--- src/rtl/qch_pkg.sv ---
// Shared types for the Q-channel power controller: state encoding and the
// per-state power/handshake output mapping.
package qch_pkg;

  localparam int unsigned STATE_W    = 3;
  localparam int unsigned DENY_CNT_W = 8;

  typedef enum logic [STATE_W-1:0] {
    ST_RUN    = 3'd0,
    ST_REQ    = 3'd1,
    ST_DENY   = 3'd2,
    ST_ISO_ON = 3'd3,
    ST_OFF    = 3'd4,
    ST_PWR_UP = 3'd5,
    ST_EXIT   = 3'd6
  } qch_state_e;

  typedef struct packed {
    logic qreqn;
    logic iso_en;
    logic pwr_en;
  } qch_outs_t;

  // Output levels implied by residing in a given state.
  function automatic qch_outs_t outs_for(input qch_state_e st);
    qch_outs_t o;
    o.qreqn  = 1'b1;
    o.iso_en = 1'b0;
    o.pwr_en = 1'b1;
    case (st)
      ST_REQ: o.qreqn = 1'b0;
      ST_ISO_ON, ST_PWR_UP: begin
        o.qreqn  = 1'b0;
        o.iso_en = 1'b1;
      end
      ST_OFF: begin
        o.qreqn  = 1'b0;
        o.iso_en = 1'b1;
        o.pwr_en = 1'b0;
      end
      default: ;
    endcase
    return o;
  endfunction

endpackage

--- src/rtl/qch_sync.sv ---
// Two-flop synchroniser for a single asynchronous level, with a
// configurable reset value so the idle-safe level is seen out of reset.
module qch_sync #(
  parameter logic RESET_VAL = 1'b0
) (
  input  logic clk,
  input  logic reset,
  input  logic d,
  output logic q
);

  logic meta;

  always_ff @(posedge clk or posedge reset) begin
    if (reset) begin
      meta <= RESET_VAL;
      q    <= RESET_VAL;
    end else begin
      meta <= d;
      q    <= meta;
    end
  end

endmodule

--- src/rtl/qch_power_ctrl.sv ---
// Q-channel power controller: negotiates quiescence with a device, then
// sequences isolation and power switch off/on around the sleep period.
module qch_power_ctrl
  import qch_pkg::*;
#(
  parameter int unsigned IDLE_THRESH   = 16,
  parameter int unsigned IDLE_W        = 8,
  parameter int unsigned PWR_UP_CYCLES = 4
) (
  input  logic                  clk,
  input  logic                  reset,
  input  logic                  auto_en_i,
  input  logic                  sleep_req_i,
  input  logic                  wake_i,
  input  logic                  qactive_i,
  input  logic                  qacceptn_i,
  input  logic                  qdeny_i,
  output logic                  qreqn_o,
  output logic                  iso_en_o,
  output logic                  pwr_en_o,
  output logic [STATE_W-1:0]    state_o,
  output logic [DENY_CNT_W-1:0] deny_cnt_o
);

  localparam int unsigned PWR_W = (PWR_UP_CYCLES > 1) ? $clog2(PWR_UP_CYCLES) : 1;

  logic qactive_s;
  logic qacceptn_s;
  logic qdeny_s;

  qch_state_e            state;
  qch_state_e            state_n;
  logic [IDLE_W-1:0]     idle_cnt;
  logic [IDLE_W-1:0]     idle_cnt_n;
  logic [PWR_W-1:0]      pwr_cnt;
  logic [PWR_W-1:0]      pwr_cnt_n;
  logic [DENY_CNT_W-1:0] deny_cnt_n;
  qch_outs_t             outs_n;
  logic                  idle_count_en;
  logic                  idle_hit;

  // Device-side handshake signals are asynchronous to clk.
  qch_sync #(.RESET_VAL(1'b1)) u_sync_qactive (
    .clk   (clk),
    .reset (reset),
    .d     (qactive_i),
    .q     (qactive_s)
  );

  qch_sync #(.RESET_VAL(1'b1)) u_sync_qacceptn (
    .clk   (clk),
    .reset (reset),
    .d     (qacceptn_i),
    .q     (qacceptn_s)
  );

  qch_sync #(.RESET_VAL(1'b0)) u_sync_qdeny (
    .clk   (clk),
    .reset (reset),
    .d     (qdeny_i),
    .q     (qdeny_s)
  );

  assign idle_count_en = (state == ST_RUN) && auto_en_i && !qactive_s;
  assign idle_hit      = idle_count_en && (idle_cnt == IDLE_W'(IDLE_THRESH - 1));

  // Next-state, counters and next output levels.
  always_comb begin
    state_n    = state;
    idle_cnt_n = '0;
    pwr_cnt_n  = '0;
    deny_cnt_n = deny_cnt_o;

    if (idle_count_en) begin
      idle_cnt_n = idle_hit ? idle_cnt : idle_cnt + IDLE_W'(1);
    end

    case (state)
      ST_RUN: begin
        if (qacceptn_s && !qdeny_s && (sleep_req_i || idle_hit)) begin
          state_n = ST_REQ;
        end
      end
      ST_REQ: begin
        // Deny wins over accept when both are seen together.
        if (qdeny_s) begin
          state_n = ST_DENY;
          if (deny_cnt_o != {DENY_CNT_W{1'b1}}) begin
            deny_cnt_n = deny_cnt_o + DENY_CNT_W'(1);
          end
        end else if (!qacceptn_s) begin
          state_n = ST_ISO_ON;
        end
      end
      ST_DENY: begin
        if (!qdeny_s) begin
          state_n = ST_RUN;
        end
      end
      ST_ISO_ON: begin
        state_n = ST_OFF;
      end
      ST_OFF: begin
        if (wake_i || qactive_s) begin
          state_n = ST_PWR_UP;
        end
      end
      ST_PWR_UP: begin
        if (pwr_cnt == PWR_W'(PWR_UP_CYCLES - 1)) begin
          state_n = ST_EXIT;
        end else begin
          pwr_cnt_n = pwr_cnt + PWR_W'(1);
        end
      end
      ST_EXIT: begin
        if (qacceptn_s) begin
          state_n = ST_RUN;
        end
      end
      default: begin
        state_n = ST_RUN;
      end
    endcase

    outs_n = outs_for(state_n);
  end

  // State and outputs update on the same edge; reset restores power at once.
  always_ff @(posedge clk or posedge reset) begin
    if (reset) begin
      state      <= ST_RUN;
      idle_cnt   <= '0;
      pwr_cnt    <= '0;
      deny_cnt_o <= '0;
      qreqn_o    <= 1'b1;
      iso_en_o   <= 1'b0;
      pwr_en_o   <= 1'b1;
    end else begin
      state      <= state_n;
      idle_cnt   <= idle_cnt_n;
      pwr_cnt    <= pwr_cnt_n;
      deny_cnt_o <= deny_cnt_n;
      qreqn_o    <= outs_n.qreqn;
      iso_en_o   <= outs_n.iso_en;
      pwr_en_o   <= outs_n.pwr_en;
    end
  end

  assign state_o = STATE_W'(state);

endmodule

--- config.mk ---
export PLATFORM = sky130hd
export DESIGN_NAME = qch_power_ctrl
export DESIGN_NICKNAME = d
export VERILOG_FILES = /design/src/rtl/qch_pkg.sv /design/src/rtl/qch_sync.sv /design/src/rtl/qch_power_ctrl.sv
export SDC_FILE = /design/constraint.sdc
export NUM_CORES = 1
export LEC_CHECK = 0
export BUFFER_PORTS_ARGS = -buffer_cell sky130_fd_sc_hd__buf_2
export CORE_MARGIN = 2
export CORE_UTILIZATION = 57
export CTS_CLUSTER_SIZE = 20
export DETAILED_ROUTE_END_ITERATION = 10
export PLACE_DENSITY = 0.8
export SLEW_MARGIN = 20
export SYNTH_ARGS = -nofsm -noshare
export SYNTH_HDL_FRONTEND = slang
export SYNTH_SLANG_ARGS = --single-unit
--- constraint.sdc ---
create_clock -name clk -period 2.7 [get_ports clk]
set_input_delay 0.54 -clock clk [delete_from_list [all_inputs] [get_ports clk]]
set_output_delay 0.54 -clock clk [all_outputs]
set_load 0.005 [all_outputs]
==> flow_summary.ini, run 1 <==
[floorplanning]
die_width_um = 52.8
core_area_um2 = 2230
row_count = 17
fp.dieH_um = 52.8
io_pins = 22
start_util_pct = 60.7
fp.dieArea_um2 = 2790

[timing]
fin_hold_ws_ps = 269
tns_ps = 0
worstMarginPinSlew_ps = 451
fin_worst_skew_ps = 7.87
period_share_pct = 59.6
setup_ws_ps = 1090
hold_viol = 0
slew_viol_final = 0
fin_crit_ps = 1610
max_freq_mhz = 621
relSlewSlack_pct = 69.7
finalSetupViolations = 0
rsz0062_at_grt = false

[clocking]
clock_path_buffers = 2
clock_latency_ps = 320
cts_hold_buffers = 0
clk_pin_slew_ps = 90
cts_max_level = 2
cts_setup_buffers = 0
clock_sinks = 30
cts-resized-gates = 0
cts_buffers = 5
cts_tree = built
cts_root_buf = clkbuf_4

[finish]
final_util_pct = 69.7
post-route-cell-area_um2 = 1560
mostFrequentLayoutCell = dfrtp_1
insertedDiodeCount = 0
syn_to_final_growth_pct = 14.8
layout.nets = 156
layout_common_cells = dfrtp_1 (24), buf_2 (21), nand2_1 (12)
fillers = 173
drive_above_1_share_pct = 28.8

[pwr]
pwr-share-comb_pct = 22.6
pwr-share-seq_pct = 50.7
power.density_nw_per_um2 = 808
peakVddDrop_mv = 0.522
clkPwrFrac_pct = 26.7
p_leak_nw = 0.734
intPower_mw = 0.869
p_sw_mw = 0.387
power_switching_share_pct = 30.8

[synth]
synth.ff_latch_count = 30
syn_area_per_cell_um2 = 11.3
async_flop_share_pct = 100
syn_area_um2 = 1360
netlist.area_leader.share_pct = 44.3
synth_cells = 120
synth_cell_types = 40
synth_flop_cell = dfrtp_1
yosysWarningCount = 0
synth_edf_count = 0
yosysTopAreaCell = dfrtp_1
yosysSeqAreaShare_pct = 55.9
synth.area.top_cells = dfrtp_1 (44%), dfstp_2 (12%), nand2_1 (3.3%), a21oi_1 (3.0%), ha_1 (2.8%)
synth_nets = 131

[detailed_routing]
dr.pass1.iters = 4
vias_per_cell = 5.60
ant_nets = 0
route.vias.total = 974
routed_wire_length_per_instance_um = 12.5
detail_route.iter0.violations = 11
drc = 0
wl_um = 2180

[setup_path]
critical_path_class = reg2reg
required_ps = 2910
max_stage_delay_ps = 490
critPathArrivalTime_ps = 1820
crit_chain = and4bb_1, and3_1, nand4_1, mux2_4
cp-end-kind = flop
slowest_stage = dfrtp_1
start_kind = flop
path_max_fanout = 12

[global_route]
grt_usage_pct = 20.5
grt-ovfl-total = 0
grt_pass1_wl_um = 3950
grt_pass1_vias = 936
antenna_found_initial = 0
grt_max_degree = 31

[hold_path]
hold_class = in2async

[placement]
portBuffers = 21
gp_congestion = 0.776
post-dp-hpwl_um = 1570
place_ws_ps = 1100
placed_cell_area_um2 = 1480

[status]
outcome = finished clean

[flow_run]
drv_cap = 0
## routing by layer
layer	vias to the layer above	global-route usage [%]	part of all wire [%]
li1	484	-	-
met2	22	29.8	47
met1	466	26.0	47
met4	0	8.97	0.64
met5	-	0	0
met3	2	9.43	4.9
## layout make-up
type / count / area [um2] / share of cell area, %
clock inverter: 3 / 40.0 / 2.57
multi-input combinational: 83 / 562 / 36.1
timing repair buffer: 22 / 113 / 7.23
tap: 28 / 35.0 / 2.25
clock buffer: 5 / 37.5 / 2.41
sequential: 30 / 758 / 48.7
inverter: 3 / 11.3 / 0.723
## power by group through the flow
stage,Clock (mW),Sequential [mW],Combinational [mW]
2_1_floorplan,0,0.608,0.231
3_3_place_gp,0,0.641,0.280
3_5_place_dp,0,0.646,0.286
4_1_cts,0.351,0.637,0.289
5_1_grt,0.371,0.659,0.324
6_report,0.336,0.637,0.284
## cells by family after synthesis
logic type      Yosys count  share of synthesized area, %
simple gates             50                          22.0
flops                    30                          55.9
compound gates           18                          8.12
xor+xnor                  8                          5.17
buf+inv                   7                          2.67
mux                       4                          3.41
fa+ha+maj                 3                          2.77
## final timing paths
path                                              from                       endpoint  slack [ps]  cells past startpoint
max                               state_o[1]$_DFF_PP0_      deny_cnt_o[6]$_DFFE_PP0P_        1090                      4
min                                              reset      deny_cnt_o[4]$_DFFE_PP0P_         270                      3
min reg2reg                u_sync_qdeny.meta$_DFF_PP0_       u_sync_qdeny.q$_DFF_PP0_         360                      0
max in group asynchronous                        reset             pwr_en_o$_DFF_PP1_        2120                      3
max reg2reg                       state_o[1]$_DFF_PP0_      deny_cnt_o[6]$_DFFE_PP0P_        1090                      4
min in group clk                             qactive_i  u_sync_qactive.meta$_DFF_PP1_         310                      1
## critical path, delay by kind of cell (launching register included)
| kind | cells | cell delay (ps) |
|---|---|---|
| simple gates | 3 | 700 |
| flops | 1 | 490 |
| mux | 1 | 310 |
## sequential cells by signal, summed over array words and instances, names as in the netlist
name,count
qreqn_o,1
u_sync_qactive.q,1
deny_cnt_o,8
iso_en_o,1
idle_cnt,8
u_sync_qacceptn.meta,1
u_sync_qactive.meta,1
u_sync_qacceptn.q,1
pwr_en_o,1
u_sync_qdeny.meta,1
pwr_cnt,2
u_sync_qdeny.q,1
state_o,3
## cells in the mapped netlist (all sizes together) (3+ instances only)
cell and instances:
xnor2 4, buf 3, o21ai 3, nor3 3
dfrtp 24, nand4 3, nand3 4, nand2 12
and4 4, xor2 4, dfstp 6, nand2b 3
nor2 7, inv 3, a21oi 8, ha 3
nor4 3
## stage by stage
stage               std cells  total power, mW
CTS                       174             1.28
global route              174             1.35
finish                    174             1.26
global placement          166            0.921
detailed placement        166            0.931
floorplan                 120            0.839
No activity file was read; power rests on OpenSTA's default activity.
==> run 2, diff against run 1 <==
ABC_AREA = 1   (was unset)
CORE_UTILIZATION = 55   (was 57)
PLACE_DENSITY = 0.78   (was 0.8)
clock period = 1.49 ns   (was 2.7 ns; I/O delays follow)
==> flow_summary.ini, run 2 <==
[status]
outcome = finished clean

[floorplanning]
core_area_um2 = 2480
io_pins = 22
die_width_um = 55.2
fp.dieArea_um2 = 3050
fp.dieH_um = 55.2
row_count = 18
start_util_pct = 58.3

[synth]
synth_flop_cell = dfrtp_1
async_flop_share_pct = 100
synth.area.top_cells = dfrtp_1 (42%), dfstp_2 (11%), nand2_1 (10%), nor2_1 (4.9%), nand3_1 (4.2%)
synth_nets = 170
synth_cells = 159
synthTopCellsByCount = nand2_1 (39), dfrtp_1 (24), nor2_1 (19)
yosysWarningCount = 0
netlist.area_leader.share_pct = 41.6
syn_area_um2 = 1440
synth.ff_latch_count = 30
syn_area_per_cell_um2 = 9.08
yosysMostFrequentCell = nand2_1
synth_edf_count = 0
yosysTopAreaCell = dfrtp_1
synth_cell_types = 24
yosysSeqAreaShare_pct = 52.5

[pwr]
peakVddDrop_mv = 1.19
power.density_nw_per_um2 = 1560
p_total_mw = 2.71
p_leak_nw = 0.864

[finish]
layout_common_cells = nand2_1 (38), dfrtp_1 (23), buf_2 (21)
syn_to_final_growth_pct = 20.3
mostFrequentLayoutCell = nand2_1
regArea_um2 = 759
insertedDiodeCount = 0
drive_above_1_share_pct = 32.1
layout.nets = 203
multi_input_comb_area_um2 = 634
fillers = 204
fin_cells = 223

[hold_path]
hold_class = in2async

[timing]
slew_viol_final = 0
hold_viol = 0
fin_worst_skew_ps = 11.3
fin_hold_ws_ps = 6.79
relSlewSlack_pct = 74.9
max_freq_mhz = 718
tns_ps = 0
fin_crit_ps = 1390
finalSetupViolations = 0
period_share_pct = 93.5
worstMarginPinSlew_ps = 377

[detailed_routing]
detail_route.iter0.violations = 24
drc = 0
ant_nets = 0
route.vias.total = 1162
dr.pass1.iters = 4
wl_um = 2850
routed_wire_length_per_instance_um = 12.8
vias_per_cell = 5.21

[flow_run]
drv_cap = 0

[clocking]
cts_root_buf = clkbuf_4
cts_hold_buffers = 0
cts_tree = built
clk_pin_slew_ps = 110
cts_buffers = 5
clock_latency_ps = 340
cts_max_level = 2
clock_path_buffers = 2
clock_sinks = 30

[global_route]
grt_usage_pct = 20.1
antenna_found_initial = 0
grt_pass1_vias = 1019
grt_max_degree = 31
grt_pass1_wl_um = 4770
grt-ovfl-total = 0

[placement]
portBuffers = 21
gp_congestion = 0.861
post-dp-hpwl_um = 2010
dp_cells = 213

[setup_path]
start_kind = flop
path_max_fanout = 5
cp-end-kind = flop
critPathArrivalTime_ps = 1670
critical_path_class = reg2reg
required_ps = 1760
run 2: worst paths after layout:
kind	endpoint	cells past startpoint	slack, ps	startpoint
worst min-delay path	deny_cnt_o[2]$_DFFE_PP0P_	3	7	reset
worst max-delay path	iso_en_o$_DFF_PP0_	9	100	idle_cnt[0]$_DFFE_PP0P_
max in group asynchronous	u_sync_qactive.meta$_DFF_PP1_	3	1160	reset
worst min register to register	u_sync_qdeny.q$_DFF_PP0_	0	350	u_sync_qdeny.meta$_DFF_PP0_
min in group clk	u_sync_qactive.meta$_DFF_PP1_	1	60	qactive_i
worst max register to register	iso_en_o$_DFF_PP0_	9	100	idle_cnt[0]$_DFFE_PP0P_
run 2: area by class of cell:
| cell class | count | share of cell area, % |
|---|---|---|
| flip-flops and latches | 30 | 43.7 |
| inverters | 16 | 3.46 |
| clock inverters | 3 | 2.59 |
| clock buffers | 5 | 2.16 |
| repair buffers | 27 | 9.37 |
| multi-input cells | 112 | 36.5 |
| well taps | 30 | 2.16 |
run 2: repair_timing:
| item | in CTS | in global routing |
|---|---|---|
| buffers inserted | 0 | 2 |
| setup endpoints to repair | 0 | 11 |
| hold endpoints to repair | 0 | 0 |
| gates resized for setup | 0 | 7 |
run 2: cell families (layout without fill, tap and decap cells):
kind of cell    after synthesis  count (layout)  synth area share, %
simple gates                 86              86                 28.0
flops                        30              30                 52.5
buf+inv                      17              51                 4.94
compound gates               13              13                 5.37
xor+xnor                     10              10                 6.59
fa+ha+maj                     3               3                 2.60
run 2: stage by stage:
step           setup slack [ps]  utilization, %  area [um2]
2_1_floorplan               187               -        1440
3_3_place_gp                118            65.3        1620
3_5_place_dp               20.5            65.3        1620
4_1_cts                    2.64            68.6        1700
5_1_grt                   -3.10            70.1        1740
6_report                   96.4            70.1        1740
run 2: routing by layer:
metal,track usage [%],routed length (um),share of wire (%),up-vias
li1,-,-,-,569
met3,6.09,116,4.1,12
met1,25.9,1230,43,548
met2,31.0,1400,49,33
met4,9.76,101,3.5,0
met5,0,0,0,-
run 2: where the power goes:
part           internal, mW  leakage [nW]  switching (mW)
clock                 0.352        0.0374           0.316
sequential            0.993         0.380           0.144
combinational         0.397         0.447           0.511
run 2: critical path: stages (launching register included):
cell,delay [ps]
dfrtp_1,410
ha_2,220
nand3_2,140
nor2_8,180
nand2_2,80
nand2_2,60
nand2_2,60
nand2_2,80
nand2_1,50
nand2_1,50
==> run 3, diff against run 2 <==
REMOVE_ABC_BUFFERS = 1   (was unset)
==> flow_summary.ini, run 3 (synthesized netlist as in run 2, its figures left out) <==
[status]
outcome = finished clean

[pwr]
p_total_mw = 2.90
pwr-share-comb_pct = 31.0
p_leak_nw = 0.884
power_switching_share_pct = 32.6
clkPwrFrac_pct = 29.6
p_sw_mw = 0.945
power.density_nw_per_um2 = 1650
peakVddDrop_mv = 1.32
intPower_mw = 1.95
pwr-share-seq_pct = 39.4

[clocking]
cts_buffers = 5
cts_hold_buffers = 0
clock_latency_ps = 330
clock_path_buffers = 2
clock_sinks = 30
cts_max_level = 2
cts_tree = built
clk_pin_slew_ps = 100
cts_root_buf = clkbuf_4

[timing]
worstMarginPinSlew_ps = 372
max_freq_mhz = 704
relSlewSlack_pct = 75.2
period_share_pct = 95.3
hold_viol = 0
slew_viol_final = 0
finalSetupViolations = 0
fin_hold_ws_ps = 14.5
fin_crit_ps = 1420
fin_worst_skew_ps = 11.6

[finish]
layout.nets = 203
drive_above_1_share_pct = 32.1
syn_to_final_growth_pct = 21.8
mostFrequentLayoutCell = nand2_1
fin_cells = 223
layout_common_cells = nand2_1 (38), dfrtp_1 (22), buf_2 (21)
insertedDiodeCount = 0
post-route-cell-area_um2 = 1760
final_util_pct = 71.0
fillers = 186

[setup_path]
path_buf_inv = 1
path_max_fanout = 5
max_stage_delay_ps = 400
start_kind = flop
critical_path_class = reg2reg
r2r-start = deny_cnt_o[0]$_DFFE_PP0P_
rrSetupSlack_ps = 70
critPathArrivalTime_ps = 1640
cp_top_family = simple AND/OR/NAND/NOR gates
cp-end-kind = flop
reg2reg_depth = 8
crit_chain = ha_2, nand3_1, nor2_2, nand3_1, nand2_2, inv_1, nand2_1, nand2_1
cp-startpoint = deny_cnt_o[0]$_DFFE_PP0P_
slowest_stage = dfrtp_1
required_ps = 1710
regToRegEndpoint = deny_cnt_o[1]$_DFFE_PP0P_

[floorplanning]
die_width_um = 55.2
fp.dieArea_um2 = 3050
start_util_pct = 58.3
fp.dieH_um = 55.2
io_pins = 22
row_count = 18
core_area_um2 = 2480

[detailed_routing]
dr.pass1.iters = 4
vias_per_cell = 5.16
ant_nets = 0
route.vias.total = 1151
wl_um = 2900
routed_wire_length_per_instance_um = 13.0
drc = 0
detail_route.iter0.violations = 34

[global_route]
grt_pass1_wl_um = 4670
grt-ovfl-total = 0
grt_pass1_vias = 1100
antenna_found_initial = 0
grt_usage_pct = 20.1
grt_max_degree = 31

[flow_run]
drv_cap = 0

[placement]
dp_cells = 213
portBuffers = 21
post-dp-hpwl_um = 2130
gp_congestion = 0.885
placed_cell_area_um2 = 1620

[hold_path]
hold_class = in2async
-- run 3: worst max path at each step --
stage / endpoint / depth (start not counted)
final: deny_cnt_o[1]$_DFFE_PP0P_ / 8
after floorplan: deny_cnt_o[5]$_DFFE_PP0P_ / 8
after CTS: iso_en_o$_DFF_PP0_ / 9
after detailed placement: iso_en_o$_DFF_PP0_ / 9
after global routing: deny_cnt_o[3]$_DFFE_PP0P_ / 8
after global placement: iso_en_o$_DFF_PP0_ / 9
-- run 3: power groups by stage --
stage                     Clock, mW  Sequential (mW)  Combinational (mW)
after floorplan                   0             1.15               0.522
after global placement            0             1.13               0.820
after detailed placement          0             1.15               0.860
after CTS                     0.868             1.13               0.862
after global routing          0.907             1.17                1.00
final                         0.857             1.14               0.898
-- run 3: repair_timing --
action / 4_1_cts / 5_1_grt
endpoints found under the setup margin: 0 / 10
buffers inserted: 0 / 2
gates resized for setup: 0 / 7
-- run 3: metrics by stage --
stage,TNS (ps),worst slack [ps]
floorplan,-215,-51.6
finish,0,70.2
global route,-58.7,-21.8
CTS,0,9.86
detailed placement,0,48.3
global placement,0,116
-- run 3: final cells by class --
class / instances / area, um2 / share of cell area [%]
flip-flops and latches: 30 / 761 / 43.2
repair buffers: 27 / 163 / 9.25
clock buffers: 6 / 51.3 / 2.92
inverters: 16 / 60.1 / 3.41
clock inverters: 2 / 60.1 / 3.41
well taps: 30 / 37.5 / 2.13
multi-input cells: 112 / 627 / 35.6
-- run 3: worst min-delay path: cells and delay by family --
family / cells / cell delay [ps]
buffers and inverters: 3 / 480
-- run 3: layer usage --
metal,share of wire (%),track usage (%),up-vias
met5,0,0,-
met4,3.1,11.8,0
met3,4.8,6.79,10
met2,49,31.0,28
met1,43,24.3,544
li1,-,-,569
